===== src/rtl/axi_axis_write_ctrl_pkg.sv =====
// Shared definitions for the AXI4-Lite to AXI4-Stream write controller:
// register map, CTRL bit positions, AXI response codes and FSM encodings.
package axi_axis_write_ctrl_pkg;

  localparam logic [1:0] REG_DATA   = 2'd0;
  localparam logic [1:0] REG_CTRL   = 2'd1;
  localparam logic [1:0] REG_STATUS = 2'd2;
  localparam logic [1:0] REG_DROPS  = 2'd3;

  localparam int unsigned CTRL_ENABLE = 0;
  localparam int unsigned CTRL_FLUSH  = 1;
  localparam int unsigned CTRL_BLOCK  = 2;

  localparam logic [1:0] RESP_OKAY   = 2'b00;
  localparam logic [1:0] RESP_SLVERR = 2'b10;
  localparam logic [1:0] RESP_DECERR = 2'b11;

  typedef enum logic [1:0] {W_IDLE, W_WAIT, W_RESP} wstate_t;
  typedef enum logic       {R_IDLE, R_RESP}         rstate_t;

endpackage


===== src/rtl/axi_axis_write_ctrl_fifo.sv =====
// Registered synchronous FIFO with flush; flush overrides any same-cycle push/pop.
module axis_sync_fifo #(
  parameter int unsigned WIDTH      = 24,
  parameter int unsigned DEPTH_LOG2 = 2
) (
  input  logic                  clk,
  input  logic                  rst_n,
  input  logic                  push,
  input  logic                  pop,
  input  logic                  flush,
  input  logic [WIDTH-1:0]      din,
  output logic [WIDTH-1:0]      dout,
  output logic                  full,
  output logic                  empty,
  output logic [DEPTH_LOG2:0]   level
);

  localparam int unsigned DEPTH = 1 << DEPTH_LOG2;
  localparam logic [DEPTH_LOG2:0] DEPTH_CNT = DEPTH[DEPTH_LOG2:0];

  logic [WIDTH-1:0]      mem [DEPTH];
  logic [DEPTH_LOG2-1:0] wr_ptr;
  logic [DEPTH_LOG2-1:0] rd_ptr;
  logic [DEPTH_LOG2:0]   count;
  logic                  do_push;
  logic                  do_pop;

  assign full    = (count == DEPTH_CNT);
  assign empty   = (count == '0);
  assign level   = count;
  assign dout    = mem[rd_ptr];
  assign do_push = push & ~full;
  assign do_pop  = pop & ~empty;

  always_ff @(posedge clk or negedge rst_n) begin
    if (!rst_n) begin
      wr_ptr <= '0;
      rd_ptr <= '0;
      count  <= '0;
      for (int unsigned i = 0; i < DEPTH; i++) mem[i] <= '0;
    end else if (flush) begin
      wr_ptr <= '0;
      rd_ptr <= '0;
      count  <= '0;
    end else begin
      if (do_push) begin
        mem[wr_ptr] <= din;
        wr_ptr      <= wr_ptr + 1'b1;
      end
      if (do_pop) rd_ptr <= rd_ptr + 1'b1;
      case ({do_push, do_pop})
        2'b10:   count <= count + 1'b1;
        2'b01:   count <= count - 1'b1;
        default: count <= count;
      endcase
    end
  end

endmodule


===== src/rtl/axi_axis_write_ctrl.sv =====
// AXI4-Lite slave whose DATA writes are queued in a FIFO and drained onto an
// AXI4-Stream master; CTRL/STATUS/DROPS registers govern and report the queue.
module axi_axis_write_ctrl
  import axi_axis_write_ctrl_pkg::*;
#(
  parameter int unsigned AXI_DATA_WIDTH  = 32,
  parameter int unsigned AXI_ADDR_WIDTH  = 16,
  parameter int unsigned AXIS_DATA_WIDTH = 24,
  parameter int unsigned FIFO_DEPTH_LOG2 = 2
) (
  input  logic                        aclk,
  input  logic                        aresetn,
  input  logic [AXI_ADDR_WIDTH-1:0]   s_axi_awaddr,
  input  logic                        s_axi_awvalid,
  output logic                        s_axi_awready,
  input  logic [AXI_DATA_WIDTH-1:0]   s_axi_wdata,
  input  logic                        s_axi_wvalid,
  output logic                        s_axi_wready,
  output logic [1:0]                  s_axi_bresp,
  output logic                        s_axi_bvalid,
  input  logic                        s_axi_bready,
  input  logic [AXI_ADDR_WIDTH-1:0]   s_axi_araddr,
  input  logic                        s_axi_arvalid,
  output logic                        s_axi_arready,
  output logic [AXI_DATA_WIDTH-1:0]   s_axi_rdata,
  output logic [1:0]                  s_axi_rresp,
  output logic                        s_axi_rvalid,
  input  logic                        s_axi_rready,
  output logic [AXIS_DATA_WIDTH-1:0]  m_axis_tdata,
  output logic                        m_axis_tvalid,
  input  logic                        m_axis_tready
);

  wstate_t wstate, wstate_nx;
  rstate_t rstate, rstate_nx;

  logic                       aw_got, w_got;
  logic [1:0]                 aw_sel_q, aw_sel;
  logic [AXI_DATA_WIDTH-1:0]  w_data_q, w_data;
  logic                       aw_hs, w_hs;
  logic [1:0]                 bresp_q, bresp_nx;
  logic                       commit, push, drop, flush;

  logic                       enable, block_on_full;
  logic [31:0]                drops;

  logic [AXIS_DATA_WIDTH-1:0] push_data;
  logic                       fifo_full, fifo_empty, pop;
  logic [FIFO_DEPTH_LOG2:0]   fifo_level;
  logic [7:0]                 level8;
  logic [31:0]                rd_word;
  logic [AXI_DATA_WIDTH-1:0]  rdata_q;
  logic                       unused_bits;

  assign unused_bits = ^{s_axi_awaddr, s_axi_araddr, w_data};

  assign aw_hs  = s_axi_awvalid & s_axi_awready;
  assign w_hs   = s_axi_wvalid & s_axi_wready;
  assign aw_sel = aw_got ? aw_sel_q : s_axi_awaddr[3:2];
  assign w_data = w_got ? w_data_q : s_axi_wdata;
  assign flush  = commit & (aw_sel == REG_CTRL) & w_data[CTRL_FLUSH];

  if (AXIS_DATA_WIDTH <= AXI_DATA_WIDTH) begin : g_trunc
    assign push_data = w_data[AXIS_DATA_WIDTH-1:0];
  end else begin : g_ext
    assign push_data = {{(AXIS_DATA_WIDTH-AXI_DATA_WIDTH){1'b0}}, w_data};
  end

  // Commit happens on the same edge the later of AW/W handshakes, so the
  // effective address/data come from the live bus when not yet captured.
  always_comb begin
    wstate_nx     = wstate;
    bresp_nx      = bresp_q;
    s_axi_awready = 1'b0;
    s_axi_wready  = 1'b0;
    s_axi_bvalid  = 1'b0;
    commit        = 1'b0;
    push          = 1'b0;
    drop          = 1'b0;
    case (wstate)
      W_IDLE: begin
        s_axi_awready = ~aw_got;
        s_axi_wready  = ~w_got;
        if ((aw_got | s_axi_awvalid) & (w_got | s_axi_wvalid)) begin
          if ((aw_sel == REG_DATA) && fifo_full) begin
            if (block_on_full) begin
              wstate_nx = W_WAIT;
            end else begin
              commit    = 1'b1;
              drop      = 1'b1;
              bresp_nx  = RESP_SLVERR;
              wstate_nx = W_RESP;
            end
          end else begin
            commit    = 1'b1;
            push      = (aw_sel == REG_DATA);
            bresp_nx  = RESP_OKAY;
            wstate_nx = W_RESP;
          end
        end
      end
      W_WAIT: begin
        if (!fifo_full) begin
          commit    = 1'b1;
          push      = 1'b1;
          bresp_nx  = RESP_OKAY;
          wstate_nx = W_RESP;
        end
      end
      W_RESP: begin
        s_axi_bvalid = 1'b1;
        if (s_axi_bready) wstate_nx = W_IDLE;
      end
      default: wstate_nx = W_IDLE;
    endcase
  end

  always_ff @(posedge aclk or negedge aresetn) begin
    if (!aresetn) begin
      wstate  <= W_IDLE;
      bresp_q <= RESP_OKAY;
    end else begin
      wstate  <= wstate_nx;
      bresp_q <= bresp_nx;
    end
  end

  assign s_axi_bresp = bresp_q;

  always_ff @(posedge aclk or negedge aresetn) begin
    if (!aresetn) begin
      aw_got   <= 1'b0;
      w_got    <= 1'b0;
      aw_sel_q <= '0;
      w_data_q <= '0;
    end else begin
      if (aw_hs) aw_sel_q <= s_axi_awaddr[3:2];
      if (w_hs)  w_data_q <= s_axi_wdata;
      if (commit) begin
        aw_got <= 1'b0;
        w_got  <= 1'b0;
      end else begin
        if (aw_hs) aw_got <= 1'b1;
        if (w_hs)  w_got  <= 1'b1;
      end
    end
  end

  always_ff @(posedge aclk or negedge aresetn) begin
    if (!aresetn) begin
      enable        <= 1'b1;
      block_on_full <= 1'b0;
      drops         <= '0;
    end else if (commit) begin
      if (aw_sel == REG_CTRL) begin
        enable        <= w_data[CTRL_ENABLE];
        block_on_full <= w_data[CTRL_BLOCK];
      end
      if (aw_sel == REG_DROPS) drops <= '0;
      else if (drop && (drops != '1)) drops <= drops + 32'd1;
    end
  end

  assign level8 = 8'(fifo_level);

  always_comb begin
    rd_word = '0;
    case (s_axi_araddr[3:2])
      REG_CTRL:   rd_word[2:0] = {block_on_full, 1'b0, enable};
      REG_STATUS: rd_word[9:0] = {fifo_full, fifo_empty, level8};
      REG_DROPS:  rd_word      = drops;
      default:    rd_word      = '0;
    endcase
  end

  always_comb begin
    rstate_nx     = rstate;
    s_axi_arready = 1'b0;
    s_axi_rvalid  = 1'b0;
    case (rstate)
      R_IDLE: begin
        s_axi_arready = 1'b1;
        if (s_axi_arvalid) rstate_nx = R_RESP;
      end
      R_RESP: begin
        s_axi_rvalid = 1'b1;
        if (s_axi_rready) rstate_nx = R_IDLE;
      end
      default: rstate_nx = R_IDLE;
    endcase
  end

  always_ff @(posedge aclk or negedge aresetn) begin
    if (!aresetn) begin
      rstate  <= R_IDLE;
      rdata_q <= '0;
    end else begin
      rstate <= rstate_nx;
      if ((rstate == R_IDLE) && s_axi_arvalid) rdata_q <= AXI_DATA_WIDTH'(rd_word);
    end
  end

  assign s_axi_rdata = rdata_q;
  assign s_axi_rresp = RESP_OKAY;

  assign m_axis_tvalid = enable & ~fifo_empty;
  assign pop           = m_axis_tvalid & m_axis_tready;

  axis_sync_fifo #(
    .WIDTH      (AXIS_DATA_WIDTH),
    .DEPTH_LOG2 (FIFO_DEPTH_LOG2)
  ) u_fifo (
    .clk   (aclk),
    .rst_n (aresetn),
    .push  (push),
    .pop   (pop),
    .flush (flush),
    .din   (push_data),
    .dout  (m_axis_tdata),
    .full  (fifo_full),
    .empty (fifo_empty),
    .level (fifo_level)
  );

endmodule


===== config.mk =====
export PLATFORM = sky130hd
export DESIGN_NAME = axi_axis_write_ctrl
export DESIGN_NICKNAME = d
export VERILOG_FILES = /design/src/rtl/axi_axis_write_ctrl_pkg.sv /design/src/rtl/axi_axis_write_ctrl_fifo.sv /design/src/rtl/axi_axis_write_ctrl.sv
export SDC_FILE = /design/constraint.sdc
export NUM_CORES = 1
export LEC_CHECK = 0
export CORE_ASPECT_RATIO = 1.5
export CORE_MARGIN = 2
export CORE_UTILIZATION = 35
export CTS_CLUSTER_DIAMETER = 30
export CTS_CLUSTER_SIZE = 24
export DETAILED_ROUTE_END_ITERATION = 7
export DONT_BUFFER_PORTS = 1
export GPL_TIMING_DRIVEN = 0
export PLACE_DENSITY = 0.58
export SLEW_MARGIN = 20
export SYNTH_ARGS = -nofsm -noshare
export SYNTH_HDL_FRONTEND = slang
export SYNTH_SLANG_ARGS = --single-unit

===== constraint.sdc =====
create_clock -name aclk -period 3.05 [get_ports aclk]
set_input_delay 0.1525 -clock aclk [delete_from_list [all_inputs] [get_ports aclk]]
set_output_delay 0.1525 -clock aclk [all_outputs]
set_load 0.1 [all_outputs]

==> metrics.txt, run 1 <==
# TYPE chip_impl_metric gauge
chip_impl_info{name="run_status",value="finished with violations"} 1
chip_impl_info{name="violations",value="hold timing"} 1
chip_impl_info{name="reg2reg_from",value="wstate[1]"} 1
chip_impl_metric{name="hold_buffers",unit=""} 33
chip_impl_metric{name="dieArea",unit="um2"} 27700
chip_impl_metric{name="grt_pass1_wl",unit="mm"} 34.9
chip_impl_metric{name="htreeDepth",unit=""} 2
chip_impl_info{name="mostFrequentLayoutCell",value="dfrtp_1"} 1
chip_impl_metric{name="maximum_number_of_pins_on_one_net_before_global_route_repair",unit=""} 202
chip_impl_metric{name="worstSkewPairLatency",unit="ps"} 510
chip_impl_metric{name="grt_pass1_vias",unit=""} 6370
chip_impl_metric{name="postRouteWirelength",unit="mm"} 21.3
chip_impl_info{name="critPathKind",value="register to register"} 1
chip_impl_info{name="most-common-layout-cells",value="dfrtp_1, mux2_2, clkbuf_16"} 1
chip_impl_metric{name="hold_violations",unit=""} 201
chip_impl_metric{name="asyncSetResetFlopFracSynth",unit="%"} 100
chip_impl_metric{name="post_route_cells_drive_above_1_share",unit="%"} 33.4
chip_impl_metric{name="timing.slew.headroom",unit="%"} 22.7
chip_impl_metric{name="fin_crit_sh",unit="%"} 96.1
chip_impl_metric{name="nFillCells",unit=""} 2352
chip_impl_info{name="critPathLaunchType",value="register"} 1
chip_impl_metric{name="io_buffer_count",unit=""} 0
chip_impl_metric{name="endpoints_failing_setup",unit=""} 0
chip_impl_metric{name="netlist_area",unit="um2"} 9230
chip_impl_metric{name="final_cell_count_without_fillers",unit=""} 1136
chip_impl_metric{name="multi_input_area",unit="um2"} 4000
chip_impl_metric{name="power_density",unit="nW/um2"} 1120
chip_impl_metric{name="yosys_register_bits",unit=""} 201
chip_impl_metric{name="cp.arrival",unit="ps"} 3300
chip_impl_metric{name="dieWidth",unit="um"} 137
chip_impl_metric{name="initial_core_util",unit="%"} 35.7
chip_impl_metric{name="power_total",unit="W"} 0.0128
chip_impl_metric{name="die_y",unit="um"} 203
chip_impl_metric{name="clock_sinks",unit=""} 201
chip_impl_metric{name="worst_pin_slew",unit="ps"} 1160
chip_impl_metric{name="routedWlPerCell",unit="um"} 18.8
chip_impl_metric{name="via_count",unit=""} 5928
chip_impl_metric{name="synth-edff-count",unit=""} 0
chip_impl_info{name="synthFlopType",value="dfrtp_1"} 1
chip_impl_metric{name="detail_route.drc_violations",unit=""} 0
chip_impl_metric{name="yosysWarnings",unit=""} 0
chip_impl_metric{name="synth_seq_area_share",unit="%"} 54.5
chip_impl_metric{name="final_nets",unit=""} 852
chip_impl_info{name="worst_hold_path_type",value="primary input to async pin"} 1
chip_impl_metric{name="core_region_area",unit="um2"} 25900
chip_impl_info{name="clock_tree_from_tritoncts",value="yes"} 1
chip_impl_metric{name="place.detailed.instances",unit=""} 1032
chip_impl_metric{name="dr.pass1.iters",unit=""} 4
chip_impl_metric{name="worst_setup_hold_path_clk_slew",unit="ps"} 50
chip_impl_metric{name="finalHoldWorstSlack",unit="ps"} -665
chip_impl_metric{name="layout-area-overhead-vs-synth",unit="%"} 23.4
chip_impl_metric{name="finalCoreUtilization",unit="%"} 44.0
chip_impl_metric{name="first_iter_violations",unit=""} 170
chip_impl_metric{name="ff2ff_setup_slack",unit="ps"} 120
chip_impl_metric{name="dp.final_hpwl",unit="mm"} 14.2
chip_impl_info{name="clk_root_buffer_cell",value="clkbuf_16"} 1
chip_impl_metric{name="maxSlewViolCount",unit=""} 0
chip_impl_metric{name="max_cap_viol_count",unit=""} 0
chip_impl_metric{name="place_congestion",unit=""} 0.752
chip_impl_metric{name="synth.distinct_cells",unit=""} 56
chip_impl_metric{name="clock_skew",unit="ps"} 22.3
chip_impl_metric{name="grt_usage",unit="%"} 16.1
chip_impl_metric{name="avgViaCountPerCell",unit=""} 5.22
chip_impl_metric{name="io_pins",unit=""} 138
chip_impl_metric{name="average_size_of_a_mapped_cell",unit="um2"} 13.3
chip_impl_metric{name="cts_inserted_buffers",unit=""} 38
chip_impl_metric{name="fin_setup_tns",unit="ps"} 0
chip_impl_metric{name="fmax",unit="MHz"} 341
chip_impl_metric{name="ant_nets",unit=""} 0
chip_impl_metric{name="max-clock-path-buffers",unit=""} 3
chip_impl_metric{name="globalRoute.totalOverflow",unit=""} 0
chip_impl_metric{name="leakage_power",unit="nW"} 4.99
chip_impl_metric{name="post_syn_instances",unit=""} 695
chip_impl_info{name="grt_setup_unrepaired",value="no"} 1
chip_impl_metric{name="vdd_ir_drop_max",unit="V"} 0.000552
chip_impl_info{name="cp_endpoint_kind",value="register"} 1
chip_impl_metric{name="worst_r2r_path_depth",unit=""} 6
chip_impl_metric{name="final-seq-area",unit="um2"} 5030
chip_impl_info{name="rr_endpoint",value="w_data_q[21]"} 1
chip_impl_metric{name="post-route-min-period",unit="ps"} 2930
chip_impl_metric{name="cp_data_required_time",unit="ps"} 3420
chip_impl_metric{name="antenna_found_initial",unit=""} 1
chip_impl_metric{name="worst-path-max-fanout",unit=""} 10
chip_impl_metric{name="num_rows",unit=""} 72
==> layout make-up <==
class | instances | share of cell area, %
diodes | 1 | 0.0220
plain buffers | 43 | 1.91
clock buffers | 45 | 8.95
clock inverters | 23 | 2.45
inverters | 10 | 0.330
multi-input cells | 442 | 35.1
flip-flops and latches | 201 | 44.2
well taps | 333 | 3.66
repair buffers | 38 | 3.37
==> critical path: stages, from the launching register on <==
cell and delay, ps:
dfrtp_1 350, clkbuf_1 220, nor3_4 850, and2_1 230
clkbuf_1 360, buf_2 400, mux2_2 380
==> timing repair <==
action                                  CTS  global route
resized for setup                         6             2
pin swaps                                 1             2
hold endpoints to repair                318           201
setup buffers                             0             3
endpoints found under the setup margin   37            61
==> synthesized netlist by cell type (all sizes together), types with 2 or more instances <==
| cell type | instances | area share, % |
|---|---|---|
| a21oi | 29 | 1.6 |
| a221oi | 2 | 0.19 |
| a22o | 27 | 2.6 |
| and2 | 6 | 0.41 |
| and3 | 8 | 0.54 |
| and4 | 2 | 0.19 |
| buf | 25 | 1.4 |
| clkbuf | 19 | 0.77 |
| dfrtp | 200 | 54 |
| ha | 5 | 0.68 |
| inv | 10 | 0.41 |
| mux2 | 150 | 18 |
| mux2i | 6 | 0.65 |
| mux4 | 24 | 5.9 |
| nand2 | 26 | 1.1 |
| nand2b | 3 | 0.20 |
| nand3 | 13 | 0.70 |
| nand4 | 9 | 0.61 |
| nor2 | 20 | 0.81 |
| nor2b | 3 | 0.20 |
| nor3 | 4 | 0.22 |
| nor4 | 3 | 0.20 |
| nor4b | 2 | 0.26 |
| o2111ai | 3 | 0.28 |
| o211ai | 4 | 0.38 |
| o21a | 4 | 0.33 |
| o21ai | 27 | 1.5 |
| o22ai | 2 | 0.14 |
| o31ai | 8 | 0.70 |
| or2 | 2 | 0.14 |
| or3 | 20 | 1.4 |
| or3b | 2 | 0.19 |
| or4 | 9 | 0.73 |
| xnor2 | 2 | 0.19 |
| xor2 | 5 | 0.47 |
==> registers in the layout, indices dropped and copies added (netlist names) <==
name and flops:
u_fifo.level 3, aw_got 1, enable 1, u_fifo.mem 96, w_data_q 24, s_axi_bresp 1, rstate 1, aw_sel_q 2
drops 32, w_got 1, block_on_full 1, wstate 2, s_axi_rdata 32, u_fifo.wr_ptr 2, u_fifo.rd_ptr 2
==> worst max path at each step <==
stage,from,slack (ps),depth (start not counted),endpoint
2_1_floorplan,wstate[1],360,6,w_data_q[10]
3_3_place_gp,wstate[1],-200,6,w_data_q[21]
3_5_place_dp,wstate[1],-240,6,w_data_q[21]
4_1_cts,u_fifo.rd_ptr[0],20,3,m_axis_tdata[17]
5_1_grt,wstate[1],20,6,w_data_q[22]
6_report,wstate[1],120,6,w_data_q[21]
==> layer usage <==
metal  routed length (um)  global-route usage, %  vias to the layer above
li1                     -                      -                     2761
met1                 8540                   18.6                     3017
met2                11300                   28.6                      116
met3                 1090                   4.14                       34
met4                  426                   5.28                        0
met5                    0                      0                        -
==> power by group <==
part	internal (W)	switching (W)
clock network	0.00282	0.00141
registers	0.00344	0.000580
logic	0.00144	0.00307
total	0.00771	0.00506
==> cell families (layout without fill, tap and decap cells) <==
| logic type | Yosys count | count (layout) | share of synthesized area [%] |
|---|---|---|---|
| buffers and inverters | 54 | 159 | 2.62 |
| other | 1 | 4 | 0.0406 |
| muxes | 180 | 180 | 24.8 |
| xor gates and xnor gates | 7 | 7 | 0.664 |
| DFF | 201 | 201 | 54.5 |
| AOI/OAI and AO/OA | 111 | 111 | 8.30 |
| adders and majority gates | 6 | 6 | 0.895 |
| and+or+nand+nor | 135 | 135 | 8.16 |
==> per-stage QoR <==
stage / setup slack, ps / instance area, um2
2_1_floorplan: 365 / 9250
3_3_place_gp: -203 / 9670
3_5_place_dp: -242 / 9710
4_1_cts: 16.1 / 11400
5_1_grt: 20.4 / 11400
6_report: 120 / 11400
Note: power is estimated with default switching activity, not from simulation.
==> inputs of run 2 (changes only) <==
--- a/config.mk
+++ b/config.mk
@@ -6,13 +6,14 @@
 export NUM_CORES = 1
 export LEC_CHECK = 0
 export CORE_ASPECT_RATIO = 1.5
-export CORE_MARGIN = 2
+export CORE_MARGIN = 4
 export CORE_UTILIZATION = 35
 export CTS_CLUSTER_DIAMETER = 30
 export CTS_CLUSTER_SIZE = 24
 export DETAILED_ROUTE_END_ITERATION = 7
 export DONT_BUFFER_PORTS = 1
 export GPL_TIMING_DRIVEN = 0
+export HOLD_SLACK_MARGIN = 0.05
 export PLACE_DENSITY = 0.58
 export SLEW_MARGIN = 20
 export SYNTH_ARGS = -nofsm -noshare
==> run 2 against run 1 <==
Effect of this change: the run still ends with hold timing left; largest cell class unchanged; register-to-register slack improved by 80 ps; first-iteration DRC count increased by 21%; cell area increased by 0.68%.
==> metrics.txt, run 2 (synthesis results as in run 1) <==
# TYPE chip_impl_metric gauge
chip_impl_info{name="run_status",value="finished with violations"} 1
chip_impl_info{name="violations",value="hold timing"} 1
chip_impl_metric{name="postRouteWirelength",unit="mm"} 21.4
chip_impl_metric{name="avgViaCountPerCell",unit=""} 5.24
chip_impl_metric{name="critPathMaxStageDelay",unit="ps"} 940
chip_impl_metric{name="groute.layer.met1.usage",unit="%"} 17.7
chip_impl_metric{name="post_route_cells_drive_above_1_share",unit="%"} 33.7
chip_impl_info{name="timing.critical_path.slowest_stage_cell",value="dfrtp_1"} 1
chip_impl_metric{name="path_depth",unit=""} 4
chip_impl_metric{name="ff2ff_setup_slack",unit="ps"} 200
chip_impl_metric{name="power_total",unit="W"} 0.0129
chip_impl_metric{name="worst_pin_slew",unit="ps"} 1150
chip_impl_info{name="reg2reg_from",value="rstate"} 1
chip_impl_metric{name="fin_setup_tns",unit="ps"} 0
chip_impl_metric{name="timing.slew.headroom",unit="%"} 23.5
chip_impl_metric{name="cp.arrival",unit="ps"} 3280
chip_impl_metric{name="io_pins",unit=""} 138
chip_impl_metric{name="post-route-min-period",unit="ps"} 2850
chip_impl_metric{name="initial_core_util",unit="%"} 35.7
chip_impl_metric{name="ant_nets",unit=""} 0
chip_impl_metric{name="worst_setup_hold_path_clk_slew",unit="ps"} 50
chip_impl_metric{name="core_region_area",unit="um2"} 25900
chip_impl_info{name="critPathLaunchType",value="register"} 1
chip_impl_metric{name="dieArea",unit="um2"} 29100
chip_impl_metric{name="fmax",unit="MHz"} 351
chip_impl_metric{name="maximum_number_of_pins_on_one_net_before_global_route_repair",unit=""} 202
chip_impl_metric{name="grt_pass1_vias",unit=""} 6409
chip_impl_metric{name="final_cell_count_without_fillers",unit=""} 1138
chip_impl_metric{name="endpoints_failing_setup",unit=""} 0
chip_impl_info{name="globalRoute.busiestLayer",value="met2"} 1
chip_impl_metric{name="vdd_ir_drop_max",unit="V"} 0.000616
chip_impl_info{name="critPathKind",value="register to register"} 1
chip_impl_metric{name="via_count",unit=""} 5960
chip_impl_metric{name="dp.final_hpwl",unit="mm"} 14.1
chip_impl_info{name="rr_endpoint",value="s_axi_rdata[7]"} 1
chip_impl_info{name="mostFrequentLayoutCell",value="dfrtp_1"} 1
chip_impl_metric{name="place_congestion",unit=""} 0.764
chip_impl_metric{name="fin_crit_sh",unit="%"} 93.3
chip_impl_metric{name="globalRoute.totalOverflow",unit=""} 0
chip_impl_metric{name="first_iter_violations",unit=""} 205
chip_impl_metric{name="worst_r2r_path_depth",unit=""} 4
chip_impl_metric{name="leakage_power",unit="nW"} 5.03
chip_impl_metric{name="worst-path-max-fanout",unit=""} 10
chip_impl_metric{name="max_cap_viol_count",unit=""} 0
chip_impl_metric{name="clock_skew",unit="ps"} 21.2
chip_impl_metric{name="htreeDepth",unit=""} 2
chip_impl_metric{name="hold_buffers",unit=""} 35
chip_impl_metric{name="largest_register_ffs",unit=""} 96
chip_impl_metric{name="grt_usage",unit="%"} 15.0
chip_impl_metric{name="final_nets",unit=""} 853
chip_impl_metric{name="dieWidth",unit="um"} 141
chip_impl_metric{name="cp_data_required_time",unit="ps"} 3480
chip_impl_metric{name="maxSlewViolCount",unit=""} 0
chip_impl_metric{name="grt_pass1_wl",unit="mm"} 35.1
chip_impl_metric{name="die_y",unit="um"} 207
chip_impl_info{name="clock_tree_from_tritoncts",value="yes"} 1
chip_impl_info{name="worst_hold_path_type",value="primary input to async pin"} 1
chip_impl_metric{name="clock_sinks",unit=""} 201
chip_impl_metric{name="dr.pass1.iters",unit=""} 4
chip_impl_metric{name="power_density",unit="nW/um2"} 1120
chip_impl_metric{name="routedWlPerCell",unit="um"} 18.8
chip_impl_metric{name="cts_inserted_buffers",unit=""} 39
chip_impl_metric{name="met3_usage",unit="%"} 4.13
chip_impl_metric{name="max-clock-path-buffers",unit=""} 3
chip_impl_metric{name="worstSkewPairLatency",unit="ps"} 510
chip_impl_metric{name="hold_violations",unit=""} 201
chip_impl_metric{name="finalHoldWorstSlack",unit="ps"} -656
chip_impl_metric{name="detail_route.drc_violations",unit=""} 0
chip_impl_info{name="cp_endpoint_kind",value="register"} 1
chip_impl_metric{name="io_buffer_count",unit=""} 0
chip_impl_info{name="setup.worst_path.start",value="rstate"} 1
chip_impl_metric{name="place.detailed.instances",unit=""} 1032
chip_impl_info{name="worstSetupEndpoint",value="s_axi_rdata[7]"} 1
chip_impl_metric{name="path_buf_inv",unit=""} 2
chip_impl_metric{name="num_rows",unit=""} 72
chip_impl_info{name="clk_root_buffer_cell",value="clkbuf_16"} 1
chip_impl_metric{name="layout-area-overhead-vs-synth",unit="%"} 24.2
chip_impl_info{name="max_flop_register",value="u_fifo.mem"} 1
chip_impl_info{name="cpLargestDelayFamily",value="buffers and inverters"} 1
chip_impl_metric{name="antenna_found_initial",unit=""} 1
chip_impl_metric{name="met2_routing_resource_usage_after_global_routing",unit="%"} 26.7
chip_impl_info{name="most-common-layout-cells",value="dfrtp_1, mux2_2, clkbuf_16"} 1
chip_impl_info{name="worstPathCellList",value="inv_1, nand2_1, clkbuf_1, a22o_1"} 1
chip_impl_info{name="grt_setup_unrepaired",value="no"} 1
==> run 2: cell count changes in the layout (fill, tap and decap cells not counted), sizes merged <==
cell and delta:
clkinv +2, clkbuf +9, dlygate4sd3 +2, inv -7
buf -1, clkinvlp -1, bufinv -2
==> run 2: layout make-up <==
type / count / area, um2
fillers: 2339 / 14400
flip-flops and latches: 201 / 5030
multi-input cells: 442 / 4010
clock buffers: 55 / 1190
well taps: 333 / 417
repair buffers: 39 / 397
plain buffers: 42 / 214
clock inverters: 15 / 168
inverters: 10 / 37.5
diodes: 1 / 2.50
==> run 2: how the worst min path moves through the flow <==
stage / from / endpoint / slack, ps / cells after the start
after detailed placement: aresetn / w_data_q[7] / -140 / 0
after global placement: aresetn / w_data_q[7] / -140 / 0
final: aresetn / u_fifo.mem[55] / -660 / 0
after CTS: aresetn / u_fifo.mem[55] / -680 / 0
after floorplan: aresetn / aw_got / -140 / 0
after global routing: aresetn / u_fifo.mem[55] / -680 / 0
==> run 2: through the flow <==
step	instance area, um2	setup WS (ps)	util, %
3_3_place_gp	9670	-283	37.4
6_report	11500	205	44.3
5_1_grt	11500	0.210	44.3
3_5_place_dp	9710	-299	37.6
4_1_cts	11400	6.24	44.2
2_1_floorplan	9250	365	-
==> run 2: power by group <==
group / internal [W] / switching [W]
Clock: 0.00295 / 0.00137
Sequential: 0.00344 / 0.000581
Combinational: 0.00146 / 0.00306
==> run 2: repair_timing <==
| item | in CTS | in global routing |
|---|---|---|
| pin swaps | 1 | 2 |
| setup buffers | 0 | 2 |
| hold endpoints to repair | 336 | 201 |
| setup endpoints to repair | 38 | 133 |
| resized for setup | 6 | 4 |
==> run 2: routing by layer <==
layer  part of all wire (%)  up-vias
li1                       -     2748
met1                     41     3056
met2                     51      113
met3                    5.1       43
met4                    2.3        0
met5                      0        -
==> inputs of run 3 (changes only) <==
--- a/config.mk
+++ b/config.mk
@@ -5,6 +5,7 @@
 export SDC_FILE = /design/constraint.sdc
 export NUM_CORES = 1
 export LEC_CHECK = 0
+export ABC_AREA = 1
 export CORE_ASPECT_RATIO = 1.5
 export CORE_MARGIN = 4
 export CORE_UTILIZATION = 35
==> run 3 against run 2 <==
Effect of this change: the run still ends with hold timing left; critical path depth is the same; maximum frequency shrank 0.93%; global-route usage grew 6.9 points; core utilization grew 0.26 points; synthesized area grew 12%; clock skew is essentially flat; worst setup slack lost 27 ps; sequential power grew 1%; clock power grew 3%; first-iteration DRC count grew to 2.8 times the previous value; critical path type is now register to output pin; critical endpoint is now m_axis_tdata[6]; highest routed layer unchanged.
==> metrics.txt, run 3 <==
# TYPE chip_impl_metric gauge
chip_impl_info{name="worst_hold_path_type",value="primary input to async pin"} 1
chip_impl_metric{name="post-route-min-period",unit="ps"} 2870
chip_impl_info{name="critPathLaunchType",value="register"} 1
chip_impl_metric{name="maximum_number_of_pins_on_one_net_before_global_route_repair",unit=""} 202
chip_impl_metric{name="post_route_cells_drive_above_1_share",unit="%"} 11.6
chip_impl_metric{name="dp.final_hpwl",unit="mm"} 25.2
chip_impl_metric{name="power_total",unit="W"} 0.0153
chip_impl_metric{name="fin_crit_sh",unit="%"} 94.2
chip_impl_metric{name="fin_setup_tns",unit="ps"} 0
chip_impl_info{name="worstPathCellList",value="inv_1, clkbuf_1, o21ai_0, o22ai_2"} 1
chip_impl_info{name="timing.critical_path.slowest_stage_cell",value="o22ai_2"} 1
chip_impl_metric{name="average_size_of_a_mapped_cell",unit="um2"} 7.64
chip_impl_info{name="clk_root_buffer_cell",value="clkbuf_16"} 1
chip_impl_metric{name="detail_route.drc_violations",unit=""} 0
chip_impl_metric{name="io_pins",unit=""} 138
chip_impl_metric{name="dpl_worst_slack",unit="ps"} -81.8
chip_impl_metric{name="power_density",unit="nW/um2"} 1180
chip_impl_metric{name="detailed_place.area",unit="um2"} 11100
chip_impl_metric{name="initial_core_util",unit="%"} 35.8
chip_impl_info{name="most-common-layout-cells",value="nand2_1, dfrtp_1, nor2_1, o21ai_0, nand4_1"} 1
chip_impl_info{name="run_status",value="finished with violations"} 1
chip_impl_metric{name="postRouteWirelength",unit="mm"} 35.2
chip_impl_metric{name="critPathMaxStageDelay",unit="ps"} 890
chip_impl_metric{name="via_count",unit=""} 9606
chip_impl_metric{name="ant_nets",unit=""} 0
chip_impl_metric{name="num_rows",unit=""} 76
chip_impl_info{name="post-synth-top-area-cell",value="dfrtp_1"} 1
chip_impl_metric{name="cts.repair_timing.setup_buffer_count",unit=""} 0
chip_impl_metric{name="routedWlPerCell",unit="um"} 18.9
chip_impl_metric{name="first_iter_violations",unit=""} 579
chip_impl_metric{name="synth.distinct_cells",unit=""} 38
chip_impl_metric{name="largest_register_ffs",unit=""} 96
chip_impl_metric{name="yosys_register_bits",unit=""} 201
chip_impl_info{name="clock_tree_from_tritoncts",value="yes"} 1
chip_impl_metric{name="diodes",unit=""} 0
chip_impl_metric{name="path_depth",unit=""} 4
chip_impl_metric{name="dr.pass1.iters",unit=""} 5
chip_impl_info{name="reg2reg_from",value="rstate"} 1
chip_impl_metric{name="worst_r2r_path_depth",unit=""} 6
chip_impl_metric{name="grt_usage",unit="%"} 22.0
chip_impl_metric{name="io_buffer_count",unit=""} 0
chip_impl_metric{name="synth-edff-count",unit=""} 0
chip_impl_info{name="violations",value="hold timing"} 1
chip_impl_metric{name="grt_pass1_wl",unit="mm"} 55.7
chip_impl_metric{name="worst_pin_slew",unit="ps"} 1220
chip_impl_info{name="leading_post_synthesis_cells_by_cell_area",value="dfrtp_1, nand2_1, o21ai_0"} 1
chip_impl_metric{name="timing.slew.headroom",unit="%"} 18.8
chip_impl_metric{name="clock_sinks",unit=""} 201
chip_impl_metric{name="final_nets",unit=""} 1521
chip_impl_metric{name="design_area",unit="um2"} 12900
chip_impl_info{name="grt_setup_unrepaired",value="no"} 1
chip_impl_metric{name="asyncSetResetFlopFracSynth",unit="%"} 100
chip_impl_info{name="cpLargestDelayFamily",value="compound AO/OA/AOI/OAI gates"} 1
chip_impl_metric{name="worstSkewPairLatency",unit="ps"} 520
chip_impl_metric{name="synth_seq_area_share",unit="%"} 48.5
chip_impl_info{name="max_flop_register",value="u_fifo.mem"} 1
chip_impl_info{name="mostFrequentLayoutCell",value="nand2_1"} 1
chip_impl_metric{name="max-clock-path-buffers",unit=""} 3
chip_impl_metric{name="netlist_area",unit="um2"} 10400
chip_impl_info{name="yosysMostFrequentCell",value="nand2_1"} 1
chip_impl_metric{name="path_buf_inv",unit=""} 2
chip_impl_metric{name="cp.arrival",unit="ps"} 2720
chip_impl_metric{name="cp_data_required_time",unit="ps"} 2900
chip_impl_metric{name="htreeDepth",unit=""} 2
chip_impl_metric{name="nFillCells",unit=""} 2890
chip_impl_metric{name="antenna_found_initial",unit=""} 0
chip_impl_metric{name="vdd_ir_drop_max",unit="V"} 0.000419
chip_impl_metric{name="setup_slack",unit="ps"} 178
chip_impl_metric{name="synth_top_area_share",unit="%"} 48.3
chip_impl_metric{name="die_y",unit="um"} 219
chip_impl_metric{name="maxSlewViolCount",unit=""} 0
chip_impl_metric{name="hold_buffers",unit=""} 38
chip_impl_metric{name="worst_setup_hold_path_clk_slew",unit="ps"} 50
chip_impl_metric{name="fmax",unit="MHz"} 348
chip_impl_metric{name="cts_inserted_buffers",unit=""} 39
chip_impl_info{name="cp_endpoint_kind",value="output pin"} 1
chip_impl_metric{name="endpoints_failing_setup",unit=""} 0
chip_impl_info{name="synthFlopType",value="dfrtp_1"} 1
chip_impl_info{name="setup.worst_path.start",value="u_fifo.rd_ptr[1]"} 1
chip_impl_metric{name="dieWidth",unit="um"} 149
chip_impl_metric{name="clock_skew",unit="ps"} 21.1
chip_impl_metric{name="grt_pass1_vias",unit=""} 9977
chip_impl_metric{name="dieArea",unit="um2"} 32500
chip_impl_metric{name="avgViaCountPerCell",unit=""} 5.15
chip_impl_metric{name="yosysWarnings",unit=""} 0
chip_impl_metric{name="leakage_power",unit="nW"} 6.14
chip_impl_metric{name="core_region_area",unit="um2"} 29000
chip_impl_metric{name="worst-path-max-fanout",unit=""} 10
chip_impl_metric{name="hold_violations",unit=""} 201
chip_impl_metric{name="max_cap_viol_count",unit=""} 0
chip_impl_metric{name="finalHoldWorstSlack",unit="ps"} -673
chip_impl_metric{name="post_syn_instances",unit=""} 1358
chip_impl_info{name="synth.top_cells.by_count",value="nand2_1, dfrtp_1, nor2_1, o21ai_0, nand4_1"} 1
chip_impl_metric{name="globalRoute.totalOverflow",unit=""} 0
chip_impl_metric{name="place_congestion",unit=""} 0.942
chip_impl_info{name="critPathKind",value="register to output pin"} 1
chip_impl_metric{name="layout-area-overhead-vs-synth",unit="%"} 24.7
[run 3: changes by cell type in the layout (fill, tap and decap cells not counted), moves of 48 or more]
| cell | change |
|---|---|
| nand2_1 | +437 |
| mux2_2 | -136 |
| o21ai_0 | +110 |
| nor2_1 | +107 |
| nand4_1 | +92 |
| inv_1 | +73 |
| nand3_1 | +48 |
[run 3: kinds of logic after synthesis]
logic type | count (synthesis) | synth area share [%]
buffers and inverters | 174 | 7.51
DFF | 201 | 48.5
AOI/OAI and AO/OA | 163 | 8.33
muxes | 3 | 0.326
and+or+nand+nor | 796 | 33.3
other | 1 | 0.0362
xor gates and xnor gates | 14 | 1.18
adders and majority gates | 6 | 0.796
[run 3: per-layer routing]
metal | track usage (%) | up-vias | wire [um]
met4 | 11.2 | 0 | 1660
met2 | 40.0 | 309 | 18500
met1 | 24.6 | 4577 | 13200
li1 | - | 4633 | -
met3 | 3.43 | 87 | 1770
met5 | 0 | - | 0
[run 3: layout make-up]
type / instances / area [um2] / share of cell area [%]
plain buffers: 88 / 457 / 3.53
clock buffers: 52 / 1120 / 8.63
clock inverters: 20 / 259 / 2.00
inverters: 86 / 323 / 2.50
multi-input cells: 985 / 4820 / 37.2
flip-flops and latches: 201 / 5030 / 38.9
well taps: 390 / 488 / 3.77
repair buffers: 42 / 443 / 3.42
[run 3: stage by stage]
stage / util (%) / instances
finish: 44.6 / 1864
global placement: 37.5 / 1750
floorplan: - / 1360
detailed placement: 38.3 / 1754
CTS: 44.6 / 1864
global route: 44.6 / 1864
[run 3: final timing paths]
path	end	slack, ps
min in group aclk	u_fifo.rd_ptr[0]	80
max in group asynchronous	s_axi_rdata[31]	3270
hold / removal	u_fifo.mem[69]	-670
setup / recovery	m_axis_tdata[6]	180
hold reg to reg	u_fifo.mem[30]	460
setup reg to reg	s_axi_rdata[27]	440
[run 3: worst reg2reg max path, delay by kind of cell, from the launching register on]
| kind | cells | cell delay (ps) |
|---|---|---|
| and+or+nand+nor | 2 | 500 |
| DFF | 1 | 710 |
| buffers and inverters | 3 | 1080 |
| AOI/OAI and AO/OA | 1 | 170 |
[run 3: timing repair]
item	4_1_cts	5_1_grt
setup endpoints to repair	30	9
endpoints found under the hold margin	239	201
pin swaps	0	0
resized for setup	11	2
[run 3: power breakdown]
group / switching (W) / internal, W / leakage, nW
registers: 0.000640 / 0.00344 / 2.67
clock network: 0.00147 / 0.00300 / 0.684
logic: 0.00529 / 0.00144 / 2.79
